--- src/rtl/traffic_light_pkg.sv ---
// rtl/traffic_light_pkg.sv - light encodings, phase and error codes shared by the traffic-light controller and monitor
package traffic_light_pkg;

  localparam logic [1:0] GREEN  = 2'b10;
  localparam logic [1:0] YELLOW = 2'b01;
  localparam logic [1:0] RED    = 2'b00;

  localparam logic [2:0] PH_MG   = 3'd0;
  localparam logic [2:0] PH_MY   = 3'd1;
  localparam logic [2:0] PH_SG   = 3'd2;
  localparam logic [2:0] PH_SY   = 3'd3;
  localparam logic [2:0] PH_PED  = 3'd4;
  localparam logic [2:0] PH_NONE = 3'd7;

  localparam logic [2:0] ERR_NONE    = 3'd0;
  localparam logic [2:0] ERR_ILLEGAL = 3'd1;
  localparam logic [2:0] ERR_ORDER   = 3'd2;
  localparam logic [2:0] ERR_SHORT   = 3'd3;
  localparam logic [2:0] ERR_LONG    = 3'd4;

  typedef enum logic {
    MON_SYNC  = 1'b0,
    MON_TRACK = 1'b1
  } mon_state_t;

  // Legal phase sequence MG -> MY -> SG -> SY -> PED -> MG.
  function automatic logic [2:0] next_phase(input logic [2:0] ph);
    case (ph)
      PH_MG:   next_phase = PH_MY;
      PH_MY:   next_phase = PH_SG;
      PH_SG:   next_phase = PH_SY;
      PH_SY:   next_phase = PH_PED;
      PH_PED:  next_phase = PH_MG;
      default: next_phase = PH_NONE;
    endcase
  endfunction

endpackage

--- src/rtl/traffic_phase_decode.sv ---
// rtl/traffic_phase_decode.sv - combinational decode of the light bus into a phase code
module traffic_phase_decode
  import traffic_light_pkg::*;
(
  input  logic [1:0] main_street,
  input  logic [1:0] side_street,
  input  logic       pedestrian_light,
  output logic [2:0] phase
);

  always_comb begin
    phase = PH_NONE;
    if (main_street == GREEN && side_street == RED && !pedestrian_light)
      phase = PH_MG;
    else if (main_street == YELLOW && side_street == RED && !pedestrian_light)
      phase = PH_MY;
    else if (main_street == RED && side_street == GREEN && !pedestrian_light)
      phase = PH_SG;
    else if (main_street == RED && side_street == YELLOW && !pedestrian_light)
      phase = PH_SY;
    else if (main_street == RED && side_street == RED && pedestrian_light)
      phase = PH_PED;
  end

endmodule

--- src/rtl/traffic_light_monitor.sv ---
// rtl/traffic_light_monitor.sv - passive checker of phase order and dwell time on the traffic-light bus
module traffic_light_monitor
  import traffic_light_pkg::*;
#(
  parameter int MIN_DWELL = 3,
  parameter int MAX_DWELL = 3,
  parameter int CNT_W     = 8
) (
  input  logic             clk,
  input  logic             reset,
  input  logic [1:0]       main_street,
  input  logic [1:0]       side_street,
  input  logic             pedestrian_light,
  input  logic             clear_err,
  output logic [2:0]       phase,
  output logic             in_sync,
  output logic             violation,
  output logic             err_sticky,
  output logic [2:0]       err_code,
  output logic [CNT_W-1:0] cycle_count
);

  localparam int DW = $clog2(MAX_DWELL + 2);
  localparam logic [DW-1:0] DWELL_ONE = DW'(1);
  localparam logic [DW-1:0] DWELL_MIN = DW'(MIN_DWELL);
  localparam logic [DW-1:0] DWELL_MAX = DW'(MAX_DWELL);
  localparam logic [DW-1:0] DWELL_SAT = DW'(MAX_DWELL + 1);

  logic [2:0]       dec_phase;
  mon_state_t       state_q, state_d;
  logic [2:0]       phase_q;
  logic [DW-1:0]    dwell_q, dwell_d;
  logic             first_q, first_d;
  logic             viol_q, viol_d;
  logic [2:0]       new_err;
  logic             sticky_q, sticky_d;
  logic [2:0]       code_q, code_d;
  logic [CNT_W-1:0] cycle_q, cycle_d;

  traffic_phase_decode u_decode (
    .main_street      (main_street),
    .side_street      (side_street),
    .pedestrian_light (pedestrian_light),
    .phase            (dec_phase)
  );

  always_ff @(posedge clk or posedge reset) begin
    if (reset) begin
      state_q  <= MON_SYNC;
      phase_q  <= PH_NONE;
      dwell_q  <= '0;
      first_q  <= 1'b0;
      viol_q   <= 1'b0;
      sticky_q <= 1'b0;
      code_q   <= ERR_NONE;
      cycle_q  <= '0;
    end else begin
      state_q  <= state_d;
      phase_q  <= dec_phase;
      dwell_q  <= dwell_d;
      first_q  <= first_d;
      viol_q   <= viol_d;
      sticky_q <= sticky_d;
      code_q   <= code_d;
      cycle_q  <= cycle_d;
    end
  end

  always_comb begin
    state_d = state_q;
    dwell_d = dwell_q;
    first_d = first_q;
    viol_d  = 1'b0;
    new_err = ERR_NONE;
    cycle_d = cycle_q;
    if (state_q == MON_SYNC) begin
      if (dec_phase != PH_NONE) begin
        state_d = MON_TRACK;
        dwell_d = DWELL_ONE;
        first_d = 1'b1;
      end
    end else if (dec_phase == PH_NONE) begin
      viol_d  = 1'b1;
      new_err = ERR_ILLEGAL;
      state_d = MON_SYNC;
      dwell_d = '0;
      first_d = 1'b0;
    end else if (dec_phase == phase_q) begin
      // Saturating one past the limit makes LONG fire once per occurrence.
      if (dwell_q != DWELL_SAT)
        dwell_d = dwell_q + DWELL_ONE;
      if (dwell_q == DWELL_MAX) begin
        viol_d  = 1'b1;
        new_err = ERR_LONG;
      end
    end else if (dec_phase != next_phase(phase_q)) begin
      viol_d  = 1'b1;
      new_err = ERR_ORDER;
      dwell_d = DWELL_ONE;
      first_d = 1'b1;
    end else begin
      if (dwell_q < DWELL_MIN && !first_q) begin
        viol_d  = 1'b1;
        new_err = ERR_SHORT;
      end
      dwell_d = DWELL_ONE;
      first_d = 1'b0;
      if (phase_q == PH_PED && cycle_q != '1)
        cycle_d = cycle_q + CNT_W'(1);
    end
  end

  // First error wins unless software acknowledges in the same cycle.
  always_comb begin
    sticky_d = sticky_q;
    code_d   = code_q;
    if (viol_d) begin
      sticky_d = 1'b1;
      if (!sticky_q || clear_err)
        code_d = new_err;
    end else if (clear_err) begin
      sticky_d = 1'b0;
      code_d   = ERR_NONE;
    end
  end

  assign phase       = phase_q;
  assign in_sync     = (state_q == MON_TRACK);
  assign violation   = viol_q;
  assign err_sticky  = sticky_q;
  assign err_code    = code_q;
  assign cycle_count = cycle_q;

endmodule

--- config.mk ---
export PLATFORM = sky130hd
export DESIGN_NAME = traffic_light_monitor
export DESIGN_NICKNAME = d
export VERILOG_FILES = /design/src/rtl/traffic_light_pkg.sv /design/src/rtl/traffic_phase_decode.sv /design/src/rtl/traffic_light_monitor.sv
export SDC_FILE = /design/constraint.sdc
export NUM_CORES = 1
export LEC_CHECK = 0
export ABC_AREA = 1
export CELL_PAD_IN_SITES_DETAIL_PLACEMENT = 0
export CELL_PAD_IN_SITES_GLOBAL_PLACEMENT = 1
export CORE_MARGIN = 1.5
export CORE_UTILIZATION = 37
export CTS_CLUSTER_SIZE = 24
export DETAILED_ROUTE_END_ITERATION = 10
export PLACE_DENSITY = 0.78
export SLEW_MARGIN = 10
export SYNTH_ARGS = -nofsm -noshare
export SYNTH_HDL_FRONTEND = slang
export SYNTH_SLANG_ARGS = --single-unit
--- constraint.sdc ---
create_clock -name clk -period 2.13 [get_ports clk]
set_input_delay 0.213 -clock clk [delete_from_list [all_inputs] [get_ports clk]]
set_output_delay 0.213 -clock clk [all_outputs]
set_load 0.01 [all_outputs]
# == Word-level counts from Yosys, hierarchy flattened ==
# Index checks and enable logic that the tools add are counted.
# op_classes
n_reduce_logical,25
n_eq_ne,18
bitwise,3
addsub,2
n_lt_le_gt_ge,1
n_mux,39
# op_table
op,count
3-bit two-way mux,19
1-bit two-way mux,16
3-bit one-hot mux with 5 select lines,1
1-bit logical AND,12
"3-bit by 2-bit equality test with 1-bit output, second input constant",3
"3-bit inequality test, second input constant",3
"8-bit by 1-bit adder with 8-bit output, second input constant",1
"8-bit inequality test, second input constant",1
"3-bit equality test, second input constant",2
2-bit two-way mux,3
2-bit AND reduction,3
5-bit AND reduction,1
"2-bit by 1-bit equality test with 1-bit output, second input constant",2
"2-bit equality test, second input constant",2
2-bit zero test,2
"4-bit by 3-bit inequality test with 1-bit output, second input constant",1
2-bit nonzero test,2
"3-bit by 1-bit adder with 3-bit output, second input constant",1
"3-bit by 1-bit equality test with 1-bit output, second input constant",1
3-bit equality test,1
1-bit zero test,3
3-bit zero test,1
"3-bit by 2-bit < comparator with 1-bit output, second input constant",1
3-bit inequality test,1
3 further kinds,5
# totals
wordCells,96
out_inout_bits,17
reg_bits,21
in_bits,8

# == Depth between registers and ports, before layout ==
# Gate-level depths: netlist of run 1.
# depth
depth_word,19
depth_mapped,15
ltp_nobuf,15

# == Cells and area by module ==
# Synthesis of run 1 repeated with hierarchy kept, for this count alone.
# hier_totals
cells_unflattened,171
hier_area_um2,1321.3
# by_module_without_submodules
mod,instances,area_each_um2,cells_each
traffic_light_monitor,1,1211.2,145
traffic_phase_decode,1,110.1,26

# == Worst setup path after synthesis of run 1 ==
# No wires, ideal clock.
# synth_timing
kind,reg-to-reg
startpoint,register cycle_q[1] (netlist: cycle_count[1])
endpoint,register cycle_q[6] (netlist: cycle_count[6])
path_stages_with_launch,11
t_arrival_ns,1.655
setup_ns,0.121
synth_period_minus_slack_ns,1.776
path_slack_ns,0.354
cell_sequence,dfrtp_1 -> ha_1 -> inv_1 -> nor3_1 -> inv_1 -> nor3_1 -> a311oi_2 -> nand2_4 -> clkinv_4 -> nand3_1 -> nand2_1
# synth_via
elab_chain_len,3
word_cells_on_any_way,4
cone_classes,1 x add/sub; 1 x eq/ne; 2 x reduce/logical
# synth_lines
item,line_no,rtl
"start, declared",traffic_light_monitor.sv:38,"logic [CNT_W-1:0] cycle_q, cycle_d;"
"start signal, assigned",traffic_light_monitor.sv:65,cycle_q <= cycle_d;
"parallel branches: the longest is 3 deep, another holds 8-bit by 1-bit adder with 8-bit output",--,
# Parallel ways; which one is timed is not known.
# A chain may end at the register's enable or synchronous reset.

# == Final worst setup path of run 1 ==
# layout_timing
startpoint,input port side_street[1]
endpoint,register code_q[1] (netlist: err_code[1])
# layout_via
elab_chain_len,15
word_cells_on_any_way,34
cone_classes,6 x eq/ne; 15 x mux; 13 x reduce/logical
# layout_lines
item,line_no,rtl
"start, declared",traffic_light_monitor.sv:12,"input logic [1:0] side_street,"
2-bit zero test,"traffic_phase_decode.sv:13, traffic_phase_decode.sv:15, traffic_phase_decode.sv:21",
1-bit logical AND (2 in series),traffic_phase_decode.sv:21,else if (main_street == RED && side_street == RED && pedestrian_light)
2-bit two-way mux,traffic_phase_decode.sv:21,
3-bit two-way mux,traffic_phase_decode.sv:19,else if (main_street == RED && side_street == YELLOW && !pedestrian_light)
3-bit two-way mux,traffic_phase_decode.sv:17,else if (main_street == RED && side_street == GREEN && !pedestrian_light)
3-bit two-way mux,traffic_phase_decode.sv:15,else if (main_street == YELLOW && side_street == RED && !pedestrian_light)
3-bit two-way mux (*),traffic_phase_decode.sv:13,if (main_street == GREEN && side_street == RED && !pedestrian_light)
3-bit inequality test,traffic_light_monitor.sv:96,end else if (dec_phase != next_phase(phase_q)) begin
1-bit two-way mux or 2-bit two-way mux (tied branches),traffic_light_monitor.sv:96,
1-bit two-way mux or 3-bit two-way mux (tied branches),traffic_light_monitor.sv:88,end else if (dec_phase == phase_q) begin
1-bit two-way mux or 3-bit two-way mux (tied branches),traffic_light_monitor.sv:82,end else if (dec_phase == PH_NONE) begin
1-bit two-way mux or 3-bit two-way mux (tied branches),traffic_light_monitor.sv:76,if (state_q == MON_SYNC) begin
2-bit by 1-bit inequality test with 1-bit output (no line) (tied with other cells),--,
2-bit AND reduction (no line) or 3-bit two-way mux (tied branches),--,
"end signal, assigned",traffic_light_monitor.sv:64,code_q <= code_d;
"end, declared",traffic_light_monitor.sv:37,"logic [2:0] code_q, code_d;"
# Mark *: on every way between the ends. The rest lies on a longest branch, timed or not. The select of a mux whose other input is x is not followed.

==> reports/results.txt, run 1 <==
FF-to-FF setup slack = 280 ps
Max Fclk = 532 MHz
TritonRoute pass-1 iters = 5
Most used cell, CP = nand2_1
CP Class = in -> reg
H-Tree Level Count = 1
DR iter-0 viols = 40
Syn-to-layout area delta = 28.4%
Critical path endpoint = err_code[1]
Final Cycle Share = 0.882
Post-synth top flop = dfrtp_1
CP required = 2340 ps
HPWL after DPL = 2270 µm
FF+latch area = 529 µm²
PD cells = 474 mW/mm²
CTS clk-pin slew, worst paths = 120 ps
Relative slew slack = 0.752
Post-Syn Nets = 191
CTS root buf = clkbuf_4
Design Area, Final = 0.00173 mm²
Yosys cell types = 25
Crit start category = input pin
Drt drc = 0
Global-route wire length before repair = 5220 µm
Max Root-Sink Buffers = 2
Num CTS Buffers = 3
Mapped Area = 0.00135 mm²
Synth Area in Compound Gates = 0.0660
CP Launch Point = side_street[1]
YS warnings = 0
Maximum net fanout on the critical path = 6
Die height = 63.3 µm
Fraction of layout cells with a size suffix above 1 = 0.164
RR Endpoint = cycle_count[3]
Worst slack, placed = -66.7 ps
Initial antenna violation count = 0
Post-synth EDFFs = 0
Synth Area in Simple Gates = 0.358
Ys async rst share = 1.00
Syn Inst Count = 179
Largest stage delay on the critical path = 470 ps
Post-Route WL = 2800 µm
Footprint of the multi-input gates = 686 µm²
Nets = 227
TritonCTS clock tree = done
Status = finished, final reports clean
GPL Wtd Cong = 0.771
Mean area per synthesized cell = 7.52 µm²
Sequential fraction of the synthesis area = 0.393
Die area = 0.00401 mm²
Min Tclk post-route = 1880 ps
RSZ-0062 raised after global routing = no
# IOs = 25
TNS Setup = 0 ps
Hold Crit Class = in -> async
Via density per instance = 4.63
VDD IR max = 231 µV
Largest net degree at the start of global routing = 22
Num Clock Sinks = 21
Final hold slack = 227 ps
Final setup vio count = 0
Die width = 63.3 µm
Register-to-Register Path Depth = 10
Synth Register Bits = 21
Dpl cell area = 0.00170 mm²
Mux cell area share after synthesis = 0
LEAKAGE = 0.898 nW
Vias = 1205
# diodes = 0
Core Region = 0.00342 mm²
Post-route ant nets = 0
Max cap viols = 0
Grt total ovfl = 0
Worst path arrival time = 2090 ps
Clock latency on the worst-skew pair = 300 ps
Setup Skew = 1.64 ps
Final core area utilization = 0.506
Max Slew Vio Count = 0
PortBufs = 24
Std cell rows = 21
Worst Tran Pin Value = 368 ps
Fillers = 341
Combinational family with the most area after synthesis = simple AND/OR/NAND/NOR gates
Adder-Cell Fraction of Synth Area = 0.0372
Reg2reg start = cycle_count[1]
Crit end category = flip-flop
Endpoints failing hold = 0
GRT Total Usage = 0.158
Worst path cell trace = clkdlybuf4s50_1 > nor2_2 > nand3_2 > nand3b_1 > nand2_1 > nor2_1 > nand2_1 > nand2_1 > nand3_1 > nand2_2 > nand2_1 > nand3_1 > nand2_1
Critical Path Slowest Stage Cell = clkdlybuf4s50_1
Starting Density = 0.394
Vias in the first global route = 1199
Synth Area in XOR/XNOR = 0.0446
Routed length per instance = 10.8 µm
Final worst setup slack = 251 ps
cells in the final DEF, fill, tap and decap left out, types with 4 or more instances in the layout:
cell type / Yosys / routed
buf_4: 0 / 7
clkdlybuf4s50_1: 0 / 24
dfrtp_1: 18 / 18
ha_1: 4 / 4
inv_1: 32 / 32
nand2_1: 45 / 45
nand3_1: 20 / 20
nand4_1: 5 / 5
nor2_1: 9 / 9
nor2_2: 4 / 4
o21ai_1: 8 / 9
xor2_1: 4 / 4
repair_timing:
action                                  in CTS  in global routing
hold buffers                                 0                  0
endpoints found under the setup margin       0                  7
gates resized for setup                      0                  2
buffers inserted                             0                  0
synth_stat cells (3+ instances only):
cell / instances / share of area
nand2_4: 3 / 0.025
nand2_2: 3 / 0.014
o21ai_0: 4 / 0.015
nor2_1: 9 / 0.025
xor2_1: 4 / 0.026
nor3_1: 4 / 0.015
nand3_2: 3 / 0.022
nor2_2: 4 / 0.019
nand3_1: 20 / 0.074
o21ai_1: 8 / 0.030
ha_1: 4 / 0.037
nand2_1: 45 / 0.13
dfrtp_1: 18 / 0.33
nand4_1: 5 / 0.023
dfstp_2: 3 / 0.059
inv_1: 32 / 0.089
where the power goes:
part / switching [W] / leakage, nW / internal (W)
Combinational: 0.000106 / 0.625 / 0.0000777
Sequential: 0.0000184 / 0.255 / 0.000422
Clock: 0.000126 / 0.0177 / 0.0000699
Total: 0.000250 / 0.898 / 0.000570
layer usage:
layer | share of wire | routed length (µm) | up-vias | track usage
li1 | - | - | 641 | -
met1 | 0.52 | 1470 | 545 | 0.223
met2 | 0.45 | 1250 | 17 | 0.257
met3 | 0.019 | 54 | 2 | 0.0268
met4 | 0.0079 | 22 | 0 | 0.0326
met5 | 0 | 0 | - | 0
area by class of cell:
class,instances,share of cell area
Sequential cell,21,0.306
Clock inverter,1,0.00289
Tap cell,46,0.0333
Timing Repair Buffer,31,0.169
Clock buffer,3,0.0130
Multi-Input combinational cell,123,0.397
Inverter,35,0.0789
state kept, by name (all words and copies together), names as in the netlist:
name / flops
cycle_count: 8
dwell_q: 3
err_code: 3
err_sticky: 1
first_q: 1
in_sync: 1
phase: 3
violation: 1
logic make-up after synthesis:
group	Yosys count
AND/OR/NAND/NOR	98
buffers and inverters	35
flip-flops	21
AO/OA/AOI/OAI	15
XOR/XNOR	6
adder cells (fa/ha/maj)	4
critical path, delay by kind of cell:
family	cells	cell delay, ps
buffers and inverters	1	470
and+or+nand+nor	12	1390
worst min-delay path by stage:
stage               startpoint              to  depth (start not counted)
floorplan                reset  cycle_count[0]                          1
detailed placement     first_q         first_q                          2
global placement       first_q         first_q                          2
global route             reset      dwell_q[2]                          3
finish                   reset     err_code[2]                          3
CTS                      reset       violation                          3
through the flow:
stage | power (W) | std cells
after floorplan | 0.000556 | 179
after global placement | 0.000630 | 256
after detailed placement | 0.000633 | 256
after CTS | 0.000832 | 260
after global routing | 0.000879 | 260
final | 0.000820 | 260
(Power assumes the default switching activity.)
==> inputs of run 2 (changes only) <==
--- a/config.mk
+++ b/config.mk
@@ -6,6 +6,7 @@
 export NUM_CORES = 1
 export LEC_CHECK = 0
 export ABC_AREA = 1
+export CAP_MARGIN = 15
 export CELL_PAD_IN_SITES_DETAIL_PLACEMENT = 0
 export CELL_PAD_IN_SITES_GLOBAL_PLACEMENT = 1
 export CORE_MARGIN = 1.5
==> results of run 2 <==
The final DEF is identical to that of run 1; final timing and power are the same.
==> variant 1: new RTL, flow settings as in run 1 <==
The parameter `CNT_W` goes from 8 to 6.
--- a/src/rtl/traffic_light_monitor.sv
+++ b/src/rtl/traffic_light_monitor.sv
@@ -4,7 +4,7 @@
 #(
   parameter int MIN_DWELL = 3,
   parameter int MAX_DWELL = 3,
-  parameter int CNT_W     = 8
+  parameter int CNT_W     = 6
 ) (
   input  logic             clk,
   input  logic             reset,
Interface: changed (resized cycle_count); port bits go from 25 to 23. The function was not compared with the original's and may differ.
==> variant 1 against run 1 <==
- sequential cell count decreased by 2
- area after synthesis decreased by 2.2%
- via count decreased by 8.9%
- total power decreased by 3.0%
- sequential share of layout area decreased by 1.6 points
- clock skew increased by 0.0020 ns
- worst setup slack improved by 0.0070 ns
- global-route usage decreased by 1.0 points
- wire length decreased by 9.9%
- die area decreased by 2.1%
- design area decreased by 4.5%
- final cell count decreased by 8.5%
- non-clock buffer count decreased by 5
- critical path type unchanged
- critical endpoint is now err_code[2]
==> variant 1: results (changes against run 1) <==
Final nets - 205 (-9.7%)
Run status - finished clean
Post-DP Area - 0.00162 mm2 (-4.3%)
Met1 Wirelength - 1.26 mm (-14%)
Reg-to-reg slack, setup - 0.28 ns (about the same)
Met3 wire len - 67 um (+24%)
Seq area share - 29.0% (-1.6 points)
Initial DRC count - 65 (+63%)
Worst hold path class - in -> async
Adder-cell share of the synthesized area - 3.80% (+0.085 points)
Slew HR - 51.7% (-23 points)
Max Fanout on Critical Path - 5 (-1)
Area of the multi-input gates - 732 um2 (+6.8%)
Area share of xor/xnor cells in the synthesized design - 4.56% (+0.10 points)
P&R area growth vs syn - 25.5%
HPWL Detailed - 2.04 mm (-10%)
FF-to-FF Start - phase[0]
Largest register FFs - 6 (-2)
Signal buf overhead - 15.2% (-1.8 points)
WHS - 0.322 ns (+0.0941 ns)
DRT Wirelength - 2.52 mm (-9.9%)
Met3 Use GR - 3.24% (+0.56 points)
Syn_nets - 174 (-8.9%)
Setup bufs post-CTS - 0 (unchanged)
R2R cell count - 13 (+3)
Signal inverters - 28 (-20%)
ClkCell Share - 1.67% (+0.075 points)
Fraction of layout cells with a size suffix above 1 - 26.6% (+10 points)
WL met2 - 1.17 mm (-6.3%)
Most frequent cells after synthesis - nand2_1 (32), inv_1 (18), nand3_1 (18)
Peak supply drop - 308 uV (+33%)
H-tree depth - 1 (unchanged)
FILL cells - 360 (+5.6%)
Grt met2 use - 24.5% (-1.2 points)
Clock Sinks - 19 (-9.5%)
Skew final - 0.00362 ns (+0.00198 ns)
Vias/cell - 4.61 (-0.46%)
CTS buffer count - 3 (unchanged)
Non-clock buffer total of the final layout - 26 (-16%)
Pre-CTS setup slack - -0.0462 ns (+0.0205 ns)
Post-synth cell types - 27 (+8.0%)
First-pass DRT Iterations - 4 (-1)
GR Layer Usage met1 - 20.5% (-1.8 points)
Compound-cell area share of the yosys netlist - 5.89% (-0.70 points)
Final Wtd Congestion - 0.804 (+4.3%)
# port buffers - 22 (-8.3%)
Total GRT Usage - 14.8% (-1.0 points)
Pin count of the biggest net entering global routing - 20 (-9.1%)
Top cells by area, synth - dfrtp_1 (30%), nand2_1 (9.1%), nand3_1 (6.8%)
Multi-In Gates - 115 (-6.5%)
Leakage - 0.000836 uW (-6.9%)
Ys async rst share - 100% (unchanged)
First-pass GRT wire length - 4.75 mm (-9.0%)
Number of global-route vias before repair - 1069 (-11%)
Worst reg2reg endpoint - err_code[2]
Post-synthesis sequential area ratio - 36.4% (-2.9 points)
CTS max path bufs - 2 (unchanged)
-- variant 1: cell types whose count changed after synthesis, moves of 3 or more --
cell,run 1,this run
nand2_2,3,8
inv_1,32,18
inv_2,2,9
nor2_4,0,5
o21ai_1,8,5
nor3_1,4,0
nand2_1,45,32
-- variant 1: power by group --
group          total (uW)  switching, uW  internal, uW
sequential            401           17.8           383
clock                 184            114          69.9
combinational         210            127          83.9
-- variant 1: worst max-delay path, cell delays in order --
cell	delay [ns]
clkdlybuf4s50_1	0.48
nor2_2	0.22
nand3_2	0.17
nand3_2	0.15
inv_2	0.04
nand2_1	0.06
nand2_2	0.08
nor2_1	0.10
nand3_1	0.08
nand2_1	0.11
nand2_2	0.07
nand2_2	0.09
nand2_1	0.08
nand3_1	0.07
nand2_1	0.05
-- variant 1: worst max path at each step --
| stage | start | slack, ns | depth (start not counted) | endpoint |
|---|---|---|---|---|
| 5_1_grt | phase[0] | 0.08 | 13 | err_code[1] |
| 4_1_cts | side_street[0] | 0.27 | 15 | err_code[2] |
| 3_5_place_dp | side_street[0] | -0.05 | 15 | err_code[1] |
| 2_1_floorplan | phase[0] | 0.44 | 13 | err_code[2] |
| 3_3_place_gp | side_street[0] | -0.02 | 15 | err_code[2] |
| 6_report | side_street[0] | 0.26 | 15 | err_code[2] |
-- variant 1: logic make-up after synthesis --
group / count (synthesis)
AOI/OAI and AO/OA: 11
DFF: 19
and+or+nand+nor: 94
buffers and inverters: 28
xor gates and xnor gates: 6
adders and majority gates: 4
-- variant 1: through the flow --
stage | TNS, ns | instances
finish | 0 | 238
global route | 0 | 238
CTS | 0 | 238
detailed placement | -0.206 | 234
global placement | -0.0384 | 234
floorplan | 0 | 162
==> variant 2: new RTL, settings of run 1 <==
Without the edit above. Register the inputs `main_street`, `side_street`, `pedestrian_light` and `clear_err` before use. The logic sees them one clock later.
--- a/src/rtl/traffic_light_monitor.sv
+++ b/src/rtl/traffic_light_monitor.sv
@@ -26,6 +26,18 @@
   localparam logic [DW-1:0] DWELL_MAX = DW'(MAX_DWELL);
   localparam logic [DW-1:0] DWELL_SAT = DW'(MAX_DWELL + 1);
 
+  logic [1:0] main_street_q;
+  logic [1:0] side_street_q;
+  logic pedestrian_light_q;
+  logic clear_err_q;
+
+  always_ff @(posedge clk) begin
+    main_street_q      <= main_street;
+    side_street_q      <= side_street;
+    pedestrian_light_q <= pedestrian_light;
+    clear_err_q        <= clear_err;
+  end
+
   logic [2:0]       dec_phase;
   mon_state_t       state_q, state_d;
   logic [2:0]       phase_q;
@@ -38,9 +50,9 @@
   logic [CNT_W-1:0] cycle_q, cycle_d;
 
   traffic_phase_decode u_decode (
-    .main_street      (main_street),
-    .side_street      (side_street),
-    .pedestrian_light (pedestrian_light),
+    .main_street      (main_street_q),
+    .side_street      (side_street_q),
+    .pedestrian_light (pedestrian_light_q),
     .phase            (dec_phase)
   );
 
@@ -116,9 +128,9 @@
     code_d   = code_q;
     if (viol_d) begin
       sticky_d = 1'b1;
-      if (!sticky_q || clear_err)
+      if (!sticky_q || clear_err_q)
         code_d = new_err;
-    end else if (clear_err) begin
+    end else if (clear_err_q) begin
       sticky_d = 1'b0;
       code_d   = ERR_NONE;
     end
Formal check against the unedited RTL: not equivalent (Yosys sat finds a counterexample within 4 cycles, from zero or initial values and one cycle with reset high).
==> variant 2 against run 1 <==
- combinational power grew 26%
- area after synthesis grew 19%
- sequential cell count grew 6
- total power grew 33%
- count of clock-buffer cells in the layout is the same
- design area grew 13%
- wire length grew 0.54%
- worst setup slack gained 0.024 ns
- largest power group unchanged
==> variant 2: results (changes against run 1) <==
Final nets - 224 (-1.3%)
Top cells by area, synth - dfrtp_1 (28%), nand2_1 (7.7%), dfxtp_1 (7.5%)
Yosys warnings - 0 (unchanged)
Clk_lat worst skew - 0.28 ns (-0.02 ns)
P_sw - 324 uW (+29%)
Most frequent cells after synthesis - nand2_1 (33), inv_1 (26), dfrtp_1 (18)
# port buffers - 24 (unchanged)
Adder-cell share of the synthesized area - 3.13% (-0.59 points)
First-pass GRT wire length - 4.91 mm (-6.1%)
Setup bufs post-CTS - 0 (unchanged)
Pin count of the biggest net entering global routing - 22 (unchanged)
Via count - 1163 (-3.5%)
CTS buffer count - 3 (unchanged)
H-tree depth - 1 (unchanged)
Crit-path max cell delay - 0.56 ns (+0.09 ns)
Number of global-route vias before repair - 1117 (-6.8%)
Post-synthesis sequential area ratio - 40.6% (+1.3 points)
Peak supply drop - 300 uV (+30%)
Fraction of layout cells with a size suffix above 1 - 24.6% (+8.3 points)
CTS root buffer - clkbuf_8
CTS clk-pin slew, worst paths - 0.10 ns (-0.02 ns)
Run status - finished clean
Skew final - 0.00827 ns (+0.00663 ns)
Crit-path slowest cell - dfstp_2
HPWL Detailed - 2.25 mm (-0.92%)
Post_cts resized - 0 (unchanged)
Largest register FFs - 8 (unchanged)
Max Fanout on Critical Path - 10 (+4)
Final Wtd Congestion - 0.755 (-2.1%)
CTS max path bufs - 2 (unchanged)
Family with the most delay on the worst path - simple AND/OR/NAND/NOR gates
Initial DRC count - 43 (+7.5%)
Ys async rst share - 77.8% (-22 points)
WL/cell - 10.8 um (+0.15%)
Total GRT Usage - 13.9% (-2.0 points)
Post-synth cell types - 32 (+28%)
Compound-cell area share of the yosys netlist - 5.48% (-1.1 points)
# diodes - 0 (unchanged)
WP data arrival - 2.03 ns (-0.06 ns)
Area share of xor/xnor cells in the synthesized design - 4.23% (-0.24 points)
Worst hold path class - in -> async
Syn_nets - 194 (+1.6%)
Leakage - 0.000946 uW (+5.4%)
Mux share of post-synthesis cell area - 0% (unchanged)
Slew HR - 61.7% (-14 points)
First-pass DRT Iterations - 4 (-1)
Antenna violations before repair - 0 (unchanged)
## variant 2: changes by cell type after synthesis, moves of 7 or more
cell	delta
nand2_1	-12
nand2_2	+8
nand3_1	-7
o21ai_1	-8
## variant 2: area by class of cell
cell class | instances | area, um2
clock buffers | 3 | 41.3
clock inverters | 1 | 5.00
fillers | 409 | 2130
inverters | 33 | 134
multi-input cells | 122 | 816
flip-flops and latches | 27 | 649
well taps | 50 | 62.6
repair buffers | 25 | 248
## variant 2: worst min-delay path, cell delays in order
cell	delay (ns)
clkdlybuf4s50_1	0.39
inv_1	0.05
buf_4	0.27
## variant 2: kinds of logic after synthesis
kind of cell | Yosys count
compound gates | 15
simple gates | 97
flops | 27
buf+inv | 33
fa+ha+maj | 4
xor+xnor | 6
## variant 2: power groups by stage
stage	sequential (uW)	combinational [uW]	clock [uW]
global route	573	261	334
detailed placement	578	233	0
floorplan	581	156	0
global placement	577	233	0
finish	568	231	296
CTS	568	234	317
## variant 2: per-stage QoR
stage / area, um2 / worst slack [ns] / hold slack [ns] / cells
global placement: 1910 / 0.268 / 0.486 / 257
finish: 1960 / 0.275 / 0.256 / 261
CTS: 1960 / 0.253 / 0.264 / 261
detailed placement: 1910 / 0.266 / 0.485 / 257
floorplan: 1600 / 0.374 / 0.187 / 182
global route: 1960 / 0.103 / 0.276 / 261
## variant 2: path summary, 6_finish.rpt
| path | startpoint | endpoint | slack (ns) |
|---|---|---|---|
| max reg2reg | phase[1] | cycle_count[7] | 0.28 |
| max in group asynchronous | reset | phase[2] | 1.60 |
| max | phase[1] | cycle_count[7] | 0.28 |
| min | reset | err_code[0] | 0.26 |
| min in group clk | clear_err | clear_err_q | 0.37 |
| min reg2reg | cycle_count[6] | cycle_count[6] | 0.49 |
## variant 2: metal layers
metal	track usage [%]	vias up	part of all wire (%)
li1	-	634	-
met1	18.5	511	50
met2	22.1	13	45
met3	1.79	5	2.1
met4	6.62	0	2.1
met5	0	-	0
